--- src/rtl/if_fetch_unit_pkg.sv ---
// Shared types and constants for the instruction-fetch stage.
// The IF/ID bundle type is also consumed by the decode stage.
package if_fetch_unit_pkg;

   localparam logic [31:0] NOP_WORD  = 32'h0000_0000;
   localparam logic [31:0] HALT_WORD = 32'hFFFF_FFFF;

   typedef enum logic {
      ST_RUN  = 1'b0,
      ST_HALT = 1'b1
   } fetch_state_e;

   typedef struct packed {
      logic [31:0] instr;
      logic [31:0] npc;
      logic        valid;
   } ifid_t;

   function automatic ifid_t make_bubble(input logic [31:0] nop);
      ifid_t b;
      b.instr = nop;
      b.npc   = 32'h0;
      b.valid = 1'b0;
      return b;
   endfunction

endpackage

--- src/rtl/if_fetch_unit_if.sv ---
// Fetch-stage bus: hazard/redirect controls, instruction-memory port and
// the IF/ID outputs. The fetch unit is the master side.
interface if_fetch_unit_if;

   logic        stall;
   logic        redirect_valid;
   logic [31:0] redirect_target;
   logic [31:0] mem_addr;
   logic [31:0] mem_data;
   logic [31:0] ifid_instr;
   logic [31:0] ifid_npc;
   logic        ifid_valid;
   logic        halted;
   logic [31:0] fetch_count;

   modport master (
      input  stall, redirect_valid, redirect_target, mem_data,
      output mem_addr, ifid_instr, ifid_npc, ifid_valid, halted, fetch_count
   );

   modport slave (
      output stall, redirect_valid, redirect_target, mem_data,
      input  mem_addr, ifid_instr, ifid_npc, ifid_valid, halted, fetch_count
   );

endinterface

--- src/rtl/if_fetch_unit_ifid_reg.sv ---
// IF/ID pipeline register. Priority: reset, bubble, load, otherwise hold.
module if_fetch_unit_ifid_reg #(
   parameter logic [31:0] NOP_WORD = 32'h0000_0000
) (
   input  logic                    clk,
   input  logic                    rst,
   input  logic                    i_load,
   input  logic                    i_bubble,
   input  if_fetch_unit_pkg::ifid_t i_data,
   output if_fetch_unit_pkg::ifid_t o_q
);
   import if_fetch_unit_pkg::*;

   ifid_t r_q;

   always_ff @(posedge clk) begin
      if (rst) begin
         r_q <= make_bubble(NOP_WORD);
      end else if (i_bubble) begin
         r_q <= make_bubble(NOP_WORD);
      end else if (i_load) begin
         r_q <= i_data;
      end
   end

   assign o_q = r_q;

endmodule

--- src/rtl/if_fetch_unit.sv ---
// IF stage front half: program counter, next-PC selection, RUN/HALT FSM
// and fetch counter; captured words go into the IF/ID register.
module if_fetch_unit #(
   parameter int                   ADDR_W    = 7,
   parameter logic [ADDR_W-1:0]    RESET_PC  = '0,
   parameter logic [31:0]          HALT_WORD = if_fetch_unit_pkg::HALT_WORD,
   parameter logic [31:0]          NOP_WORD  = if_fetch_unit_pkg::NOP_WORD
) (
   input  logic          clk,
   input  logic          rst,
   if_fetch_unit_if.master bus
);
   import if_fetch_unit_pkg::*;

   logic [ADDR_W-1:0] r_pc;
   fetch_state_e      r_state;
   logic              r_halted;
   logic [31:0]       r_fetch_count;

   logic [ADDR_W-1:0] w_pc_inc;
   logic [31:0]       w_npc;
   logic              w_is_halt;
   logic              w_fetch;
   logic              w_bubble;
   ifid_t             w_ifid_d;
   ifid_t             w_ifid_q;
   logic [31-ADDR_W:0] w_unused_target_hi;

   // Increment stays ADDR_W bits wide so the top address wraps to zero.
   assign w_pc_inc  = r_pc + 1'b1;
   assign w_npc     = {{(32-ADDR_W){1'b0}}, w_pc_inc};
   assign w_is_halt = (bus.mem_data == HALT_WORD);
   assign w_unused_target_hi = bus.redirect_target[31:ADDR_W];

   assign w_fetch  = !bus.redirect_valid && !bus.stall && (r_state == ST_RUN);
   assign w_bubble = bus.redirect_valid ||
                     (!bus.stall && (r_state == ST_HALT));

   assign w_ifid_d.instr = bus.mem_data;
   assign w_ifid_d.npc   = w_npc;
   assign w_ifid_d.valid = 1'b1;

   always_ff @(posedge clk) begin
      if (rst) begin
         r_pc          <= RESET_PC;
         r_state       <= ST_RUN;
         r_halted      <= 1'b0;
         r_fetch_count <= 32'h0;
      end else if (bus.redirect_valid) begin
         r_pc     <= bus.redirect_target[ADDR_W-1:0];
         r_state  <= ST_RUN;
         r_halted <= 1'b0;
      end else if (!bus.stall) begin
         case (r_state)
            ST_RUN: begin
               r_fetch_count <= r_fetch_count + 32'h1;
               // The halt word still enters IF/ID; only the PC freezes.
               if (w_is_halt) begin
                  r_state  <= ST_HALT;
                  r_halted <= 1'b1;
               end else begin
                  r_pc <= w_pc_inc;
               end
            end
            ST_HALT: begin
               r_state  <= ST_HALT;
               r_halted <= 1'b1;
            end
            default: begin
               r_state  <= ST_RUN;
               r_halted <= 1'b0;
            end
         endcase
      end
   end

   if_fetch_unit_ifid_reg #(
      .NOP_WORD (NOP_WORD)
   ) u_ifid_reg (
      .clk      (clk),
      .rst      (rst),
      .i_load   (w_fetch),
      .i_bubble (w_bubble),
      .i_data   (w_ifid_d),
      .o_q      (w_ifid_q)
   );

   assign bus.mem_addr    = {{(32-ADDR_W){1'b0}}, r_pc};
   assign bus.ifid_instr  = w_ifid_q.instr;
   assign bus.ifid_npc    = w_ifid_q.npc;
   assign bus.ifid_valid  = w_ifid_q.valid;
   assign bus.halted      = r_halted;
   assign bus.fetch_count = r_fetch_count;

endmodule

--- src/flat_wrapper.sv ---
// flat-port wrapper written by rule: the top's interface ports become plain ports
module if_fetch_unit_flat import if_fetch_unit_pkg::*;
#(
   parameter int                   ADDR_W    = 7,
   parameter logic [ADDR_W-1:0]    RESET_PC  = '0,
   parameter logic [31:0]          HALT_WORD = if_fetch_unit_pkg::HALT_WORD,
   parameter logic [31:0]          NOP_WORD  = if_fetch_unit_pkg::NOP_WORD
)
  (clk, rst, bus_stall, bus_redirect_valid, bus_redirect_target, bus_mem_data, bus_mem_addr, bus_ifid_instr, bus_ifid_npc, bus_ifid_valid, bus_halted, bus_fetch_count);
  if_fetch_unit_if bus_i ();
  input  logic clk;
  input  logic rst;
  input wire logic [$bits(bus_i.stall)-1:0] bus_stall;
  input wire logic [$bits(bus_i.redirect_valid)-1:0] bus_redirect_valid;
  input wire logic [$bits(bus_i.redirect_target)-1:0] bus_redirect_target;
  input wire logic [$bits(bus_i.mem_data)-1:0] bus_mem_data;
  output wire logic [$bits(bus_i.mem_addr)-1:0] bus_mem_addr;
  output wire logic [$bits(bus_i.ifid_instr)-1:0] bus_ifid_instr;
  output wire logic [$bits(bus_i.ifid_npc)-1:0] bus_ifid_npc;
  output wire logic [$bits(bus_i.ifid_valid)-1:0] bus_ifid_valid;
  output wire logic [$bits(bus_i.halted)-1:0] bus_halted;
  output wire logic [$bits(bus_i.fetch_count)-1:0] bus_fetch_count;
  assign bus_i.stall = bus_stall;
  assign bus_i.redirect_valid = bus_redirect_valid;
  assign bus_i.redirect_target = bus_redirect_target;
  assign bus_i.mem_data = bus_mem_data;
  assign bus_mem_addr = bus_i.mem_addr;
  assign bus_ifid_instr = bus_i.ifid_instr;
  assign bus_ifid_npc = bus_i.ifid_npc;
  assign bus_ifid_valid = bus_i.ifid_valid;
  assign bus_halted = bus_i.halted;
  assign bus_fetch_count = bus_i.fetch_count;
  if_fetch_unit #(.ADDR_W(ADDR_W), .RESET_PC(RESET_PC), .HALT_WORD(HALT_WORD), .NOP_WORD(NOP_WORD)) u_core (.clk(clk), .rst(rst), .bus(bus_i));
endmodule
--- config.mk ---
export PLATFORM = sky130hd
export DESIGN_NAME = if_fetch_unit_flat
export DESIGN_NICKNAME = d
export VERILOG_FILES = /design/src/rtl/if_fetch_unit_pkg.sv /design/src/rtl/if_fetch_unit_if.sv /design/src/rtl/if_fetch_unit_ifid_reg.sv /design/src/rtl/if_fetch_unit.sv /design/src/flat_wrapper.sv
export SDC_FILE = /design/constraint.sdc
export NUM_CORES = 1
export LEC_CHECK = 0
export BUFFER_PORTS_ARGS = -buffer_cell sky130_fd_sc_hd__buf_2
export CORE_MARGIN = 2
export CORE_UTILIZATION = 49
export CTS_CLUSTER_DIAMETER = 200
export DETAILED_ROUTE_END_ITERATION = 10
export PLACE_DENSITY_LB_ADDON = 0.1
export REMOVE_ABC_BUFFERS = 1
export SYNTH_ARGS = -nofsm -noshare
export SYNTH_HDL_FRONTEND = slang
export SYNTH_SLANG_ARGS = --single-unit
--- constraint.sdc ---
create_clock -name clk -period 5 [get_ports clk]
set_clock_uncertainty 0.15 [all_clocks]
set_input_delay 0.25 -clock clk [delete_from_list [all_inputs] [get_ports clk]]
set_output_delay 0.25 -clock clk [all_outputs]
set_load 0.05 [all_outputs]
After elaboration in Yosys (flattened, before gate mapping):

Index checks and enable logic that the tools add are counted.

* input bits: 68
* register bits: 81

* reductions and logical operators: 11
* muxes and demuxes: 8
* bitwise logic cells: 3
* equality and inequality tests: 5
* add/subtract/negate cells: 2

Operators with widths (number)
* $add A32 B1 Y32 const B: 1
* $eq A32 B32 Y1 const B: 1
* $mux W7: 4
* $add A7 B1 Y7 const B: 1
* $reduce_and A3 Y1: 2
* $ne A2 B1 Y1 const B: 2
* $ne A2 B2 Y1 const B: 2
* $pmux W1 S2: 2
* $reduce_or A2 Y1: 2
* $logic_and A1 B1 Y1: 3
* $not A1 Y1: 3
* $logic_not A1 Y1: 2
* $mux W1: 2
* $reduce_and A2 Y1: 1
* $logic_or A1 B1 Y1: 1

Longest topological paths before layout:

* word-level depth: 5
* depth in mapped cells: 7
* mapped depth without buffers: 6

Cells and area by module:

From an unflattened synthesis, not the netlist that was laid out.

* cells, all modules: 470
* area total of the unflattened synthesis: 4548.1 µm²

By module, submodules not included
* if_fetch_unit_ifid_reg: cells each 210, times used 1, seq. area each 1301.2 µm², area each 2338.5 µm²
* if_fetch_unit: cells each 260, times used 1, seq. area each 820.8 µm², area each 2209.6 µm²

Least setup slack after synthesis:

Ideal clock, no wire load.

* path type: register -> register
* from: register u_core.r_fetch_count[3] (netlist: u_core.bus.fetch_count[3])
* to: register u_core.r_fetch_count[31] (netlist: u_core.bus.fetch_count[31])
* period minus slack after synthesis: 2406 ps
* setup time: 121 ps
* path slack: 2594 ps
* required time: 4729 ps
* stages on the path, launching flop included: 7
* arrival time: 2136 ps
* buffers on the path: 1
* cell sequence: dfxtp_1 > and3_1 > buf_6 > nand4_4 > nor4_4 > nor3b_1 > mux2_2

* word-level cells in the longest chain between the ends: 1

RTL lines
* start: declaration: line if_fetch_unit.sv:18 `logic [31:0] r_fetch_count;`
* start signal: assignment: line if_fetch_unit.sv:56 `r_fetch_count <= r_fetch_count + 32'h1;`
* $add A32 B1 Y32: line if_fetch_unit.sv:56

No other way between the ends.
A chain may end at the register's enable or synchronous reset.

Final worst setup path:

* from: input port bus_mem_data[0]
* to: register u_core.r_pc[1]

* word-level cells in the longest chain between the ends: 3

RTL lines
* start: declaration: line flat_wrapper.sv:16 `input wire logic [$bits(bus_i.mem_data)-1:0] bus_mem_data;`
* $eq A32 B32 Y1: line if_fetch_unit.sv:32 `assign w_is_halt = (bus.mem_data == HALT_WORD);`
* $ne A2 B2 Y1 (no line)
* $reduce_and A3 Y1 (no line)
* end signal: assignment: line if_fetch_unit.sv:50 `r_pc <= bus.redirect_target[ADDR_W-1:0];`
* end signal: assignment: line if_fetch_unit.sv:62 `r_pc <= w_pc_inc;`
* end: declaration: line if_fetch_unit.sv:15 `logic [ADDR_W-1:0] r_pc;`

No other way between the ends.

==> impl_metrics.toml <==
[sta]
whs_ns = 0.00734
finalSetupTns_ns = 0
fin_crit_sh = 0.463
hold_viol = 0
fmax_mhz = 432
slew_headroom = 0.496
finalSetupViolCount = 0
worst_pin_slew_ns = 0.756
slew_violations = 0
rsz0062_at_grt = "no"
fin_crit_ns = 2.32

[pwr]
pwr-share-comb = 0.162
p_clk_frac = 0.342
p_switching_w = 0.000401
peakVddDrop_mv = 0.194
power_density_nw_per_um2 = 292
power.internal_w = 0.000943
power.total_w = 0.00134
seqPwrFrac = 0.496
power_leakage_nw = 2.01
switching_share = 0.298

[yosys]
synthCells = 465
yosysMostFrequentCell = "dfxtp_1"
synthMuxAreaShare = 0.00294
synth_top_area_share = 0.423
yosys.area_share.simple = 0.251
ys_dominant_reg_cell = "dfxtp_1"
synth_compound_area_frac = 0.117
synth.distinct_cells = 45
synthAdderAreaFrac = 0.00653
synth_top_area_cell = "dfxtp_1"
ys_seq_area_frac = 0.423
ys_async_sr_fraction = 0
netlist_top_cells_count = "81 x dfxtp_1, 79 x nand2_1, 56 x a21oi_1"
synth.cell_area_um2 = 3830
synthXorXnorAreaFrac = 0.0617
synthTopCellsByArea = "dfxtp_1 42%, buf_4 10%, nand2_1 7.7%, a21oi_1 7.3%, xnor2_1 3.9%"
synth_edf_count = 0
yosysWarnings = 0
avgSynthCellArea_um2 = 8.24
synth_top_family_by_area = "simple AND/OR/NAND/NOR gates"
postSynthRegisterBits = 81

[final_layout]
fin_cells = 693
diodes = 0
seqCellArea_um2 = 1620
finalNetCount = 656
area_growth_pct = 19.8
nFillCells = 745
multi_input_area_um2 = 1870
drive_gt1_frac = 0.252
final_core_util = 0.601

[drt]
wire_per_inst_um = 12.4
drtAntennaViolNets = 0
drt-initial-drc-count = 100
via_per_inst = 4.81
drtPass1Iterations = 6
num_vias = 3332
drc = 0
totalWireLength_um = 8600

[clocking]
cts.sinks = 81
clockBufferDepth = 2
numCtsBuffers = 9
clk_pin_slew_ns = 0.08
h-tree-depth = 3
cts-root-buf = "clkbuf_8"
clk_latency_ns = 0.34
cts_tree = "yes"

[status]
outcome = "complete, no violations"

[setup_path]
path_depth = 7
r2r_setup_slack_ns = 2.71
critPathSlowestCell = "or4_1"
path_cells = "dlygate4sd3_1 > buf_2 > nand4_1 > or4_1 > or2_0 > a32oi_1 > a21oi_1"
required_ns = 5.04
cp_data_arrival_time_ns = 2.35
critPathKind = "input pin to flip-flop"
rr_worst_depth = 5
critPathMaxStageDelay_ns = 0.60
end_kind = "flip-flop"
path_delay_family = "simple AND/OR/NAND/NOR gates"
cp_max_fo = 7
cp_num_buf_inv = 2
start_kind = "input pin"

[die]
die_area_um2 = 8550
initial_core_util = 0.501
ios = 198
rows = 32
die_y_um = 92.5
die_x_um = 92.5
core_area_um2 = 7650

[min_path]
whs_path_depth = 3
hp-class = "input pin to flip-flop"

[global_routing]
gr-total-overflow = 0
grt_pass1_wl_um = 13800
grt_pass1_vias = 2967
antenna_found_initial = 0
grt_max_degree = 44
grt_use_total = 0.198

[job]
cap_violations = 0

[placement]
dp.cells = 666
place_congestion = 0.729
hpwl_um = 6070
port_buffers = 122
## power by group through the flow
stage	clock network, W	logic [W]	registers [W]
global route	0.000496	0.000231	0.000668
finish	0.000460	0.000218	0.000666
detailed placement	0	0.000210	0.000681
CTS	0.000475	0.000217	0.000666
global placement	0	0.000209	0.000680
floorplan	0	0.000118	0.000721
## what timing repair did
item	4_1_cts	5_1_grt
gates resized for setup	0	0
hold endpoints to repair	11	0
hold buffers	11	0
buffers inserted	0	0
## cell type report
type	count	share of cell area
flip-flops and latches	81	0.353
well taps	102	0.0278
clock buffers	13	0.0324
clock inverters	3	0.00871
multi-input cells	347	0.407
inverters	11	0.00899
repair buffers	136	0.162
## flip-flops by register name, summed over array words and instances (netlist names)
register / cells
u_core.bus.fetch_count: 32
u_core.u_ifid_reg.o_q: 40
u_core.r_state: 1
u_core.r_pc: 7
u_core.bus.halted: 1
## worst paths after layout
path                                                start                          to
worst max-delay path                      bus_mem_data[0]              u_core.r_pc[1]
worst min-delay path                      bus_mem_data[5]   u_core.u_ifid_reg.o_q[38]
worst max register to register  u_core.bus.fetch_count[3]  u_core.bus.fetch_count[31]
worst min register to register  u_core.u_ifid_reg.o_q[37]   u_core.u_ifid_reg.o_q[37]
## per-stage QoR
step | setup slack (ns) | instance area (µm²)
final | 2.68 | 4590
after detailed placement | 2.68 | 4300
after CTS | 2.67 | 4590
after floorplan | 2.33 | 3530
after global placement | 2.69 | 4300
after global routing | 2.50 | 4590
## logic make-up after synthesis
family / count (synthesis)
AND/OR/NAND/NOR: 187
buffers and inverters: 86
flip-flops: 81
AO/OA/AOI/OAI: 80
XOR/XNOR: 27
adder cells (fa/ha/maj): 2
other: 1
multiplexers: 1
## placed cells by master, fill, tap and decap left out, types with 3 or more instances in the layout
cell type	netlist	final
nand3b_1	5	5
xnor2_1	17	17
nand2_1	79	79
xor2_1	10	10
clkbuf_8	0	10
buf_2	2	122
nor2_1	35	35
dlygate4sd3_1	0	11
inv_1	11	11
a22oi_1	3	3
conb_1	1	50
clkbuf_1	19	3
nand3_1	17	17
or3_1	6	6
nor4_1	8	8
dfxtp_1	81	81
o21ai_0	6	6
nand4_1	13	13
and3_1	5	5
o21a_1	4	4
buf_4	52	3
a21oi_1	56	56
## layer usage
layer | vias up | part of all wire | track usage
met5 | - | 0 | 0
met1 | 1519 | 0.45 | 0.252
met3 | 5 | 0.063 | 0.0521
li1 | 1711 | - | -
met2 | 97 | 0.48 | 0.330
met4 | 0 | 0.0069 | 0.0634
## worst register-to-register path: cells and delay by family, from the launching register on
| family | cells | cell delay (ns) |
|---|---|---|
| and+or+nand+nor | 4 | 1.28 |
| DFF | 1 | 0.39 |
| muxes | 1 | 0.36 |
No activity file was read; power rests on OpenSTA's default activity.
